==> src/rtl/mem_march_bist.sv <==
// rtl/mem_march_bist.sv - March-sequence BIST master for a valid/ready word memory
module mem_march_bist #(
    parameter int WIDTH      = 16,
    parameter int DEPTH      = 64,
    parameter int ADDR_WIDTH = $clog2(DEPTH),
    parameter int TIMEOUT    = 256
) (
    input  logic                  clk,
    input  logic                  rst,
    input  logic                  start,
    input  logic [WIDTH-1:0]      pattern,
    output logic                  valid,
    output logic                  wr_rd,
    output logic [ADDR_WIDTH-1:0] addr,
    output logic [WIDTH-1:0]      wdata,
    input  logic [WIDTH-1:0]      rdata,
    input  logic                  ready,
    output logic                  busy,
    output logic                  done,
    output logic                  pass,
    output logic                  timeout,
    output logic [15:0]           err_count,
    output logic [ADDR_WIDTH-1:0] fail_addr,
    output logic [WIDTH-1:0]      fail_data,
    output logic [1:0]            fail_phase
);

    localparam int TW = $clog2(TIMEOUT + 1);
    localparam logic [ADDR_WIDTH-1:0] LAST = ADDR_WIDTH'(DEPTH - 1);

    typedef enum logic [2:0] {
        IDLE  = 3'd0,
        PH0_W = 3'd1,
        PH1_R = 3'd2,
        PH1_W = 3'd3,
        PH2_R = 3'd4,
        PH2_W = 3'd5,
        PH3_R = 3'd6,
        FIN   = 3'd7
    } state_t;

    state_t            state;
    logic [WIDTH-1:0]  pat;
    logic [TW-1:0]     stall_cnt;

    logic              handshake;
    logic              mismatch;
    logic              stall_expire;
    logic [WIDTH-1:0]  expected;
    logic [15:0]       err_next;
    logic [1:0]        phase_idx;

    always_comb begin
        handshake    = valid && ready;
        expected     = (state == PH2_R) ? ~pat : pat;
        mismatch     = handshake && !wr_rd && (rdata != expected);
        err_next     = (mismatch && (err_count != 16'hFFFF)) ? err_count + 16'd1 : err_count;
        stall_expire = valid && !ready && (stall_cnt == TW'(TIMEOUT - 1));
        case (state)
            PH1_R:   phase_idx = 2'd1;
            PH2_R:   phase_idx = 2'd2;
            PH3_R:   phase_idx = 2'd3;
            default: phase_idx = 2'd0;
        endcase
    end

    always_ff @(posedge clk or negedge rst) begin
        if (!rst) begin
            state      <= IDLE;
            pat        <= '0;
            stall_cnt  <= '0;
            valid      <= 1'b0;
            wr_rd      <= 1'b0;
            addr       <= '0;
            wdata      <= '0;
            busy       <= 1'b0;
            done       <= 1'b0;
            pass       <= 1'b0;
            timeout    <= 1'b0;
            err_count  <= '0;
            fail_addr  <= '0;
            fail_data  <= '0;
            fail_phase <= '0;
        end else begin
            case (state)
                IDLE: begin
                    if (start) begin
                        pat        <= pattern;
                        state      <= PH0_W;
                        addr       <= '0;
                        wr_rd      <= 1'b1;
                        wdata      <= pattern;
                        valid      <= 1'b1;
                        busy       <= 1'b1;
                        done       <= 1'b0;
                        pass       <= 1'b0;
                        timeout    <= 1'b0;
                        err_count  <= '0;
                        fail_addr  <= '0;
                        fail_data  <= '0;
                        fail_phase <= '0;
                        stall_cnt  <= '0;
                    end
                end
                FIN: state <= IDLE;
                default: begin
                    if (stall_expire) begin
                        timeout <= 1'b1;
                        valid   <= 1'b0;
                        busy    <= 1'b0;
                        done    <= 1'b1;
                        pass    <= 1'b0;
                        state   <= FIN;
                    end else if (valid && !ready) begin
                        stall_cnt <= stall_cnt + TW'(1);
                    end else if (handshake) begin
                        stall_cnt <= '0;
                        err_count <= err_next;
                        // err_count still zero here means this is the first mismatch
                        if (mismatch && (err_count == 16'd0)) begin
                            fail_addr  <= addr;
                            fail_data  <= rdata;
                            fail_phase <= phase_idx;
                        end
                        case (state)
                            PH0_W: begin
                                if (addr == LAST) begin
                                    state <= PH1_R;
                                    addr  <= '0;
                                    wr_rd <= 1'b0;
                                end else begin
                                    addr  <= addr + ADDR_WIDTH'(1);
                                end
                            end
                            PH1_R: begin
                                state <= PH1_W;
                                wr_rd <= 1'b1;
                                wdata <= ~pat;
                            end
                            PH1_W: begin
                                wr_rd <= 1'b0;
                                if (addr == LAST) begin
                                    state <= PH2_R;
                                end else begin
                                    state <= PH1_R;
                                    addr  <= addr + ADDR_WIDTH'(1);
                                end
                            end
                            PH2_R: begin
                                state <= PH2_W;
                                wr_rd <= 1'b1;
                                wdata <= pat;
                            end
                            PH2_W: begin
                                wr_rd <= 1'b0;
                                if (addr == '0) begin
                                    state <= PH3_R;
                                    addr  <= LAST;
                                end else begin
                                    state <= PH2_R;
                                    addr  <= addr - ADDR_WIDTH'(1);
                                end
                            end
                            PH3_R: begin
                                if (addr == '0) begin
                                    state <= FIN;
                                    valid <= 1'b0;
                                    busy  <= 1'b0;
                                    done  <= 1'b1;
                                    pass  <= (err_next == 16'd0);
                                end else begin
                                    addr  <= addr - ADDR_WIDTH'(1);
                                end
                            end
                            default: state <= IDLE;
                        endcase
                    end
                end
            endcase
        end
    end

endmodule

==> config.mk <==
export PLATFORM = sky130hd
export DESIGN_NAME = mem_march_bist
export DESIGN_NICKNAME = d
export VERILOG_FILES = /design/src/rtl/mem_march_bist.sv
export SDC_FILE = /design/constraint.sdc
export NUM_CORES = 1
export LEC_CHECK = 0
export CAP_MARGIN = 20
export CORE_ASPECT_RATIO = 0.7
export CORE_MARGIN = 2
export CORE_UTILIZATION = 60
export DETAILED_ROUTE_END_ITERATION = 10
export DONT_BUFFER_PORTS = 1
export PLACE_DENSITY = 0.76
export SLEW_MARGIN = 20
export SYNTH_ARGS = -nofsm -noshare
export SYNTH_HDL_FRONTEND = slang
export SYNTH_SLANG_ARGS = --single-unit
==> constraint.sdc <==
create_clock -name clk -period 8.22 [get_ports clk]
set_input_delay 1.233 -clock clk [delete_from_list [all_inputs] [get_ports clk]]
set_output_delay 1.233 -clock clk [all_outputs]
set_load 0.02 [all_outputs]
# --- Yosys cells after proc, flatten, opt, wreduce, memory -nomap -nowiden ---
# Index checks and enable logic that the tools add are counted.
totals:
  inputBits: 36
  word_cells: 160
  reg_bits: 95
op_classes:
  reduce_logical: 36
  n_bitwise: 2
  mux: 83
  eq_ne: 21
  addsub: 4
ops:
  columns: ["cell", "count"]
  rows:
  - ["16-bit 2-to-1 mux", 14]
  - ["16-bit one-hot mux with 2 select lines", 4]
  - ["6-bit 2-to-1 mux", 12]
  - ["9-bit 2-to-1 mux", 4]
  - ["16-bit zero test", 2]
  - ["6-bit one-hot mux with 2 select lines", 2]
  - ["6-bit one-hot mux with 4 select lines", 1]
  - ["1-bit 2-to-1 mux", 22]
  - ["3-bit 2-to-1 mux", 7]
  - ["3-bit one-hot mux with 6 select lines", 1]
  - ["9-bit one-hot mux with 2 select lines", 1]
  - ["6-bit AND reduction", 3]
  - ["16-bit by 1-bit adder with 16-bit output, second input constant", 1]
  - ["16-bit inequality test", 1]
  - ["16-bit inequality test, second input constant", 1]
  - ["16-bit NOT", 1]
  - ["3-bit nonzero test", 5]
  - ["3-bit equality test, second input constant", 4]
  - ["2-bit 2-to-1 mux", 6]
  - ["1-bit one-hot mux with 2 select lines", 5]
  - ["5-bit AND reduction", 2]
  - ["9-bit by 1-bit adder with 9-bit output, second input constant", 1]
  - ["9-bit by 8-bit equality test with 1-bit output, second input constant", 1]
  - ["8-bit AND reduction", 1]
  - ["other kinds (29)", 44]

# --- Depth between registers and ports, before layout ---
logic_depth:
  ltp_word: 13
  ltp_mapped: 13

# --- Worst setup path before layout ---
# OpenSTA, ideal clock, no wires.
synth_timing:
  kind: "input to register"
  start: "input port rdata[15]"
  end: "register pass"
  path_stages: 10
  setup_ns: 0.092
  path_slack_ns: 4.760
  arrival_time_ns: 3.368
  t_required_ns: 8.128
  n_path_buf: 1
  cell_sequence: "xor2_1 a2111oi_0 nor2_1 nor4_1 and2_1 buf_4 nor2_2 a311o_1 a2111o_1 o31ai_2"
synth_between:
  elab_chain_len: 11
synth_rtl:
  columns: ["element", "line", "text"]
  rows:
  - ["from (decl)", "16", "input logic [WIDTH-1:0] rdata,"]
  - ["16-bit inequality test", "56", "mismatch = handshake && !wr_rd && (rdata != expected);"]
  - ["1-bit logical AND", "56", null]
  - ["1-bit logical AND", "57", "err_next = (mismatch && (err_count != 16'hFFFF)) ? err_count + 16'd1 : err_count;"]
  - ["16-bit 2-to-1 mux", "57", null]
  - ["16-bit zero test", "170", "pass <= (err_next == 16'd0);"]
  - ["1-bit 2-to-1 mux", "165", "if (addr == '0) begin"]
  - ["1-bit 2-to-1 mux", "125", "case (state)"]
  - ["1-bit 2-to-1 mux", "116", "end else if (handshake) begin"]
  - ["1-bit 2-to-1 mux", "114", "end else if (valid && !ready) begin"]
  - ["1-bit 2-to-1 mux", "107", "if (stall_expire) begin"]
  - ["1-bit one-hot mux with 2 select lines", "85", "case (state)"]
  - ["to (signal assigned)", "170", null]
  - ["to (decl)", "20", "output logic pass,"]
# Every way passes these cells. The select of a mux whose other input is x is not followed.
# A chain may end at the register's enable or synchronous reset.

# --- Worst setup path after layout ---
layout_timing:
  start: "register state[0]"
  end: "register fail_phase[0]"
layout_between:
  elab_chain_len: 7
  elab_cells_between_ends: 22
layout_rtl:
  columns: ["element", "line", "text"]
  rows:
  - ["from (decl)", "42", "state_t state;"]
  - ["from (signal assigned)", "69", "state <= IDLE;"]
  - ["from (signal assigned)", "89", "state <= PH0_W;"]
  - ["from (signal assigned)", "105", "FIN: state <= IDLE;"]
  - ["3-bit equality test, or another cell as far along", "59", "case (state)"]
  - ["2-bit one-hot mux with 3 select lines / 16-bit 2-to-1 mux (equally long branches)", "59, 55", null]
  - ["2-bit 2-to-1 mux / 16-bit inequality test (equally long branches)", "120, 56", null]
  - ["2-bit 2-to-1 mux / 1-bit logical AND (equally long branches)", "116, 56", null]
  - ["2-bit 2-to-1 mux / 1-bit logical AND (equally long branches)", "114, 120", null]
  - ["2-bit 2-to-1 mux / 2-bit nonzero test (equally long branches)", null, null]
  - ["2-bit one-hot mux with 2 select lines / 6-bit AND reduction (equally long branches)", null, null]
  - ["to (signal assigned)", "123", "fail_phase <= phase_idx;"]
  - ["to (decl)", "25", "output logic [1:0] fail_phase"]
# Several ways; a longest one is shown, not always the timed one. The select of a mux whose other input is x is not followed.

==> impl_metrics.yaml <==
cells_and_area:
  num_antenna_cells: 0
  fill_cells: 752
  nNetsFinal: 669
  layout_common_cells: "dfrtp_1, o21ai_0, nor2_1, a21oi_1, nand2_1"
  drive_gt1_share_pct: 7.59
  areaGrowthSynthToFinish_pct: 4.71
  final_common_cell: "dfrtp_1"
worst_setup_path:
  path_buf_inv: 0
  critical_path_class: "flop to flop"
  path_cells: "or3b_1, a2111oi_4, o21bai_1, o211a_1, a21oi_2, a21oi_1, nor2_4, mux2_2"
  cpMaxStageDelayCell: "dfrtp_1"
  max_stage_delay_ns: 0.88
  crit_path_end_kind: "flop"
  startpoint_type: "flop"
  worstPathMaxFanout: 46
  cpLargestDelayFamily: "simple AND/OR/NAND/NOR gates"
  cp.required_ns: 8.45
  critPathArrivalTime_ns: 4.27
logic_synthesis:
  yosysWarnings: 0
  syn_nets: 704
  ys_types: 59
  dominantRegCellSynth: "dfrtp_1"
  synth-edff-count: 0
  synth.yosys.seq_area_share_pct: 42.2
  netlist_area_um2: 5630
  syn_inst: 662
  async_reset_ff_share_pct: 100
  ys_ff_latch: 95
  syn-mean-instance-area_um2: 8.51
timing:
  slew_headroom_pct: 32.1
  finalSetupViolCount: 0
  finalCritPeriodShare_pct: 49.1
  finClkSkew_ns: 0.00726
  hold_ws_ns: 0.510
  setup_ws_ns: 4.18
  grt_setup_unrepaired: "no"
  min_period_ns: 4.04
  drv_slew: 0
  hold_viol: 0
  fin_tns_setup_ns: 0
  tightest_slew_ns: 1.02
  fmax_mhz: 248
grt:
  antenna_found_initial: 0
  first_global_vias: 4420
  grt_max_degree: 96
  grt_usage_pct: 27.9
  grt-ovfl-total: 0
  grt_first_pass_wirelength_um: 22700
cts:
  htreeDepth: 3
  clock-sinks: 95
  cts_buffers: 9
  cts_tree: "built"
  postCtsHoldBufs: 0
  clk_latency_ns: 0.35
  cts_buffer_depth: 2
  post_cts_buffers: 0
  cts_resized: 0
  root_buffer: "clkbuf_16"
  clk_pin_slew_ns: 0.07
die:
  die_y_um: 85.1
  die-area_um2: 10200
  start_util_pct: 61.8
  die_x_um: 120
  io_pins: 104
  floorplan.rows: 29
  core-area_um2: 9110
drt:
  viasPerCell: 6.29
  wire_per_inst_um: 17.9
  wl_um: 13500
  drc: 0
  dr.first_iter.drc_count: 490
  detail_route.first_pass.iterations: 5
  via_count: 4758
  ant_nets: 0
outcome:
  outcome: "finished clean"
min_path:
  hp-class: "flop to flop"
place:
  portBuffers: 0
  gp_congestion: 0.916
  post-place-ws_ns: 4.26
  hpwl_um: 9530
power_and_ir_drop:
  seqPwrFrac_pct: 50.1
  p_int_mw: 1.09
  powerDensity_nw_per_um2: 327
  netSwitchingFraction_pct: 43.3
  power_frac_clock_pct: 20.3
  pwr-share-comb_pct: 29.6
  p_leak_nw: 2.43
  switchingPower_uw: 835
  peakVddDrop_mv: 0.221
  power.total_mw: 1.93
job:
  cap_violations: 0
-- per-layer routing --
metal	global-route usage, %	vias up	wire [um]
li1	-	2263	-
met1	38.9	2288	5970
met2	40.6	195	6020
met3	11.9	12	1410
met4	7.06	0	117
met5	0	-	0
-- metrics by stage --
| stage | utilization [%] | std cells | instance area [um2] |
|---|---|---|---|
| 2_1_floorplan | - | 662 | 5630 |
| 3_3_place_gp | 61.6 | 740 | 5610 |
| 3_5_place_dp | 61.6 | 740 | 5610 |
| 4_1_cts | 64.7 | 756 | 5890 |
| 5_1_grt | 64.8 | 756 | 5900 |
| 6_report | 64.8 | 756 | 5900 |
-- final timing paths --
check                                          from                        end  slack (ns)  depth (start not counted)
max                            state[0]$_DFFE_PN0P_  fail_phase[0]$_DFFE_PN0P_        4.18                          8
min                        stall_cnt[0]$_DFFE_PN0P_   stall_cnt[0]$_DFFE_PN0P_        0.51                          1
max reg2reg                    state[0]$_DFFE_PN0P_  fail_phase[0]$_DFFE_PN0P_        4.18                          8
min reg2reg                stall_cnt[0]$_DFFE_PN0P_   stall_cnt[0]$_DFFE_PN0P_        0.51                          1
max in group asynchronous                       rst   err_count[4]$_DFFE_PN0P_        7.47                          0
min in group asynchronous                       rst   stall_cnt[2]$_DFFE_PN0P_        0.58                          0
-- sequential cells by signal (all words and copies together), names as in the netlist --
register    flops
done            1
timeout         1
busy            1
state           3
pass            1
pat            16
wdata          16
fail_phase      2
err_count      16
addr            6
fail_addr       6
wr_rd           1
fail_data      16
stall_cnt       9
-- Yosys cell counts (4+ instances only) --
cell type / instances / area, um2
o21ai_0: 65 / 325
o21ai_1: 10 / 50.1
nor2b_1: 8 / 50.1
nor3_1: 11 / 55.1
xnor2_1: 32 / 280
nand4_1: 8 / 50.1
nand2b_1: 13 / 81.3
nand3_1: 39 / 195
nor2_1: 67 / 251
a21oi_1: 60 / 300
nand2_1: 42 / 158
nor4_1: 8 / 50.1
inv_1: 33 / 124
a31oi_1: 11 / 68.8
and3_1: 15 / 93.8
clkbuf_1: 37 / 139
buf_1: 4 / 15.0
dfrtp_1: 95 / 2380
a211oi_1: 4 / 30.0
ha_1: 6 / 75.1
and2_1: 7 / 43.8
mux2_2: 18 / 203
o31ai_1: 6 / 45.0
xor2_1: 5 / 43.8
-- worst reg2reg max path, delay by kind of cell (launching register included) --
kind / cells / cell delay [ns]
AO/OA/AOI/OAI: 5 / 1.05
flip-flops: 1 / 0.88
multiplexers: 1 / 0.43
AND/OR/NAND/NOR: 2 / 1.57
-- power groups by stage --
stage                     Clock (mW)  Sequential (mW)  Combinational, mW
after floorplan                    0            0.889              0.500
after global placement             0            0.966              0.542
after detailed placement           0            0.969              0.564
after CTS                      0.400            0.965              0.566
after global routing           0.418            0.991              0.653
final                          0.392            0.966              0.570
-- kinds of logic after synthesis --
family                     Yosys count  share of synthesized area, %
xor gates and xnor gates            37                          5.75
and+or+nand+nor                    232                          20.3
adders and majority gates            6                          1.33
muxes                               21                          4.35
DFF                                 95                          42.2
AOI/OAI and AO/OA                  191                          20.4
buffers and inverters               80                          5.66
-- layout make-up --
class / count / area, um2 / area share, %
repair buffers: 1 / 7.51 / 0.127
well taps: 124 / 155 / 2.63
clock buffers: 11 / 243 / 4.12
clock inverters: 5 / 32.5 / 0.552
multi-input cells: 487 / 2960 / 50.2
flip-flops and latches: 95 / 2380 / 40.3
inverters: 33 / 124 / 2.10
Power figures use the tool's default switching activity.
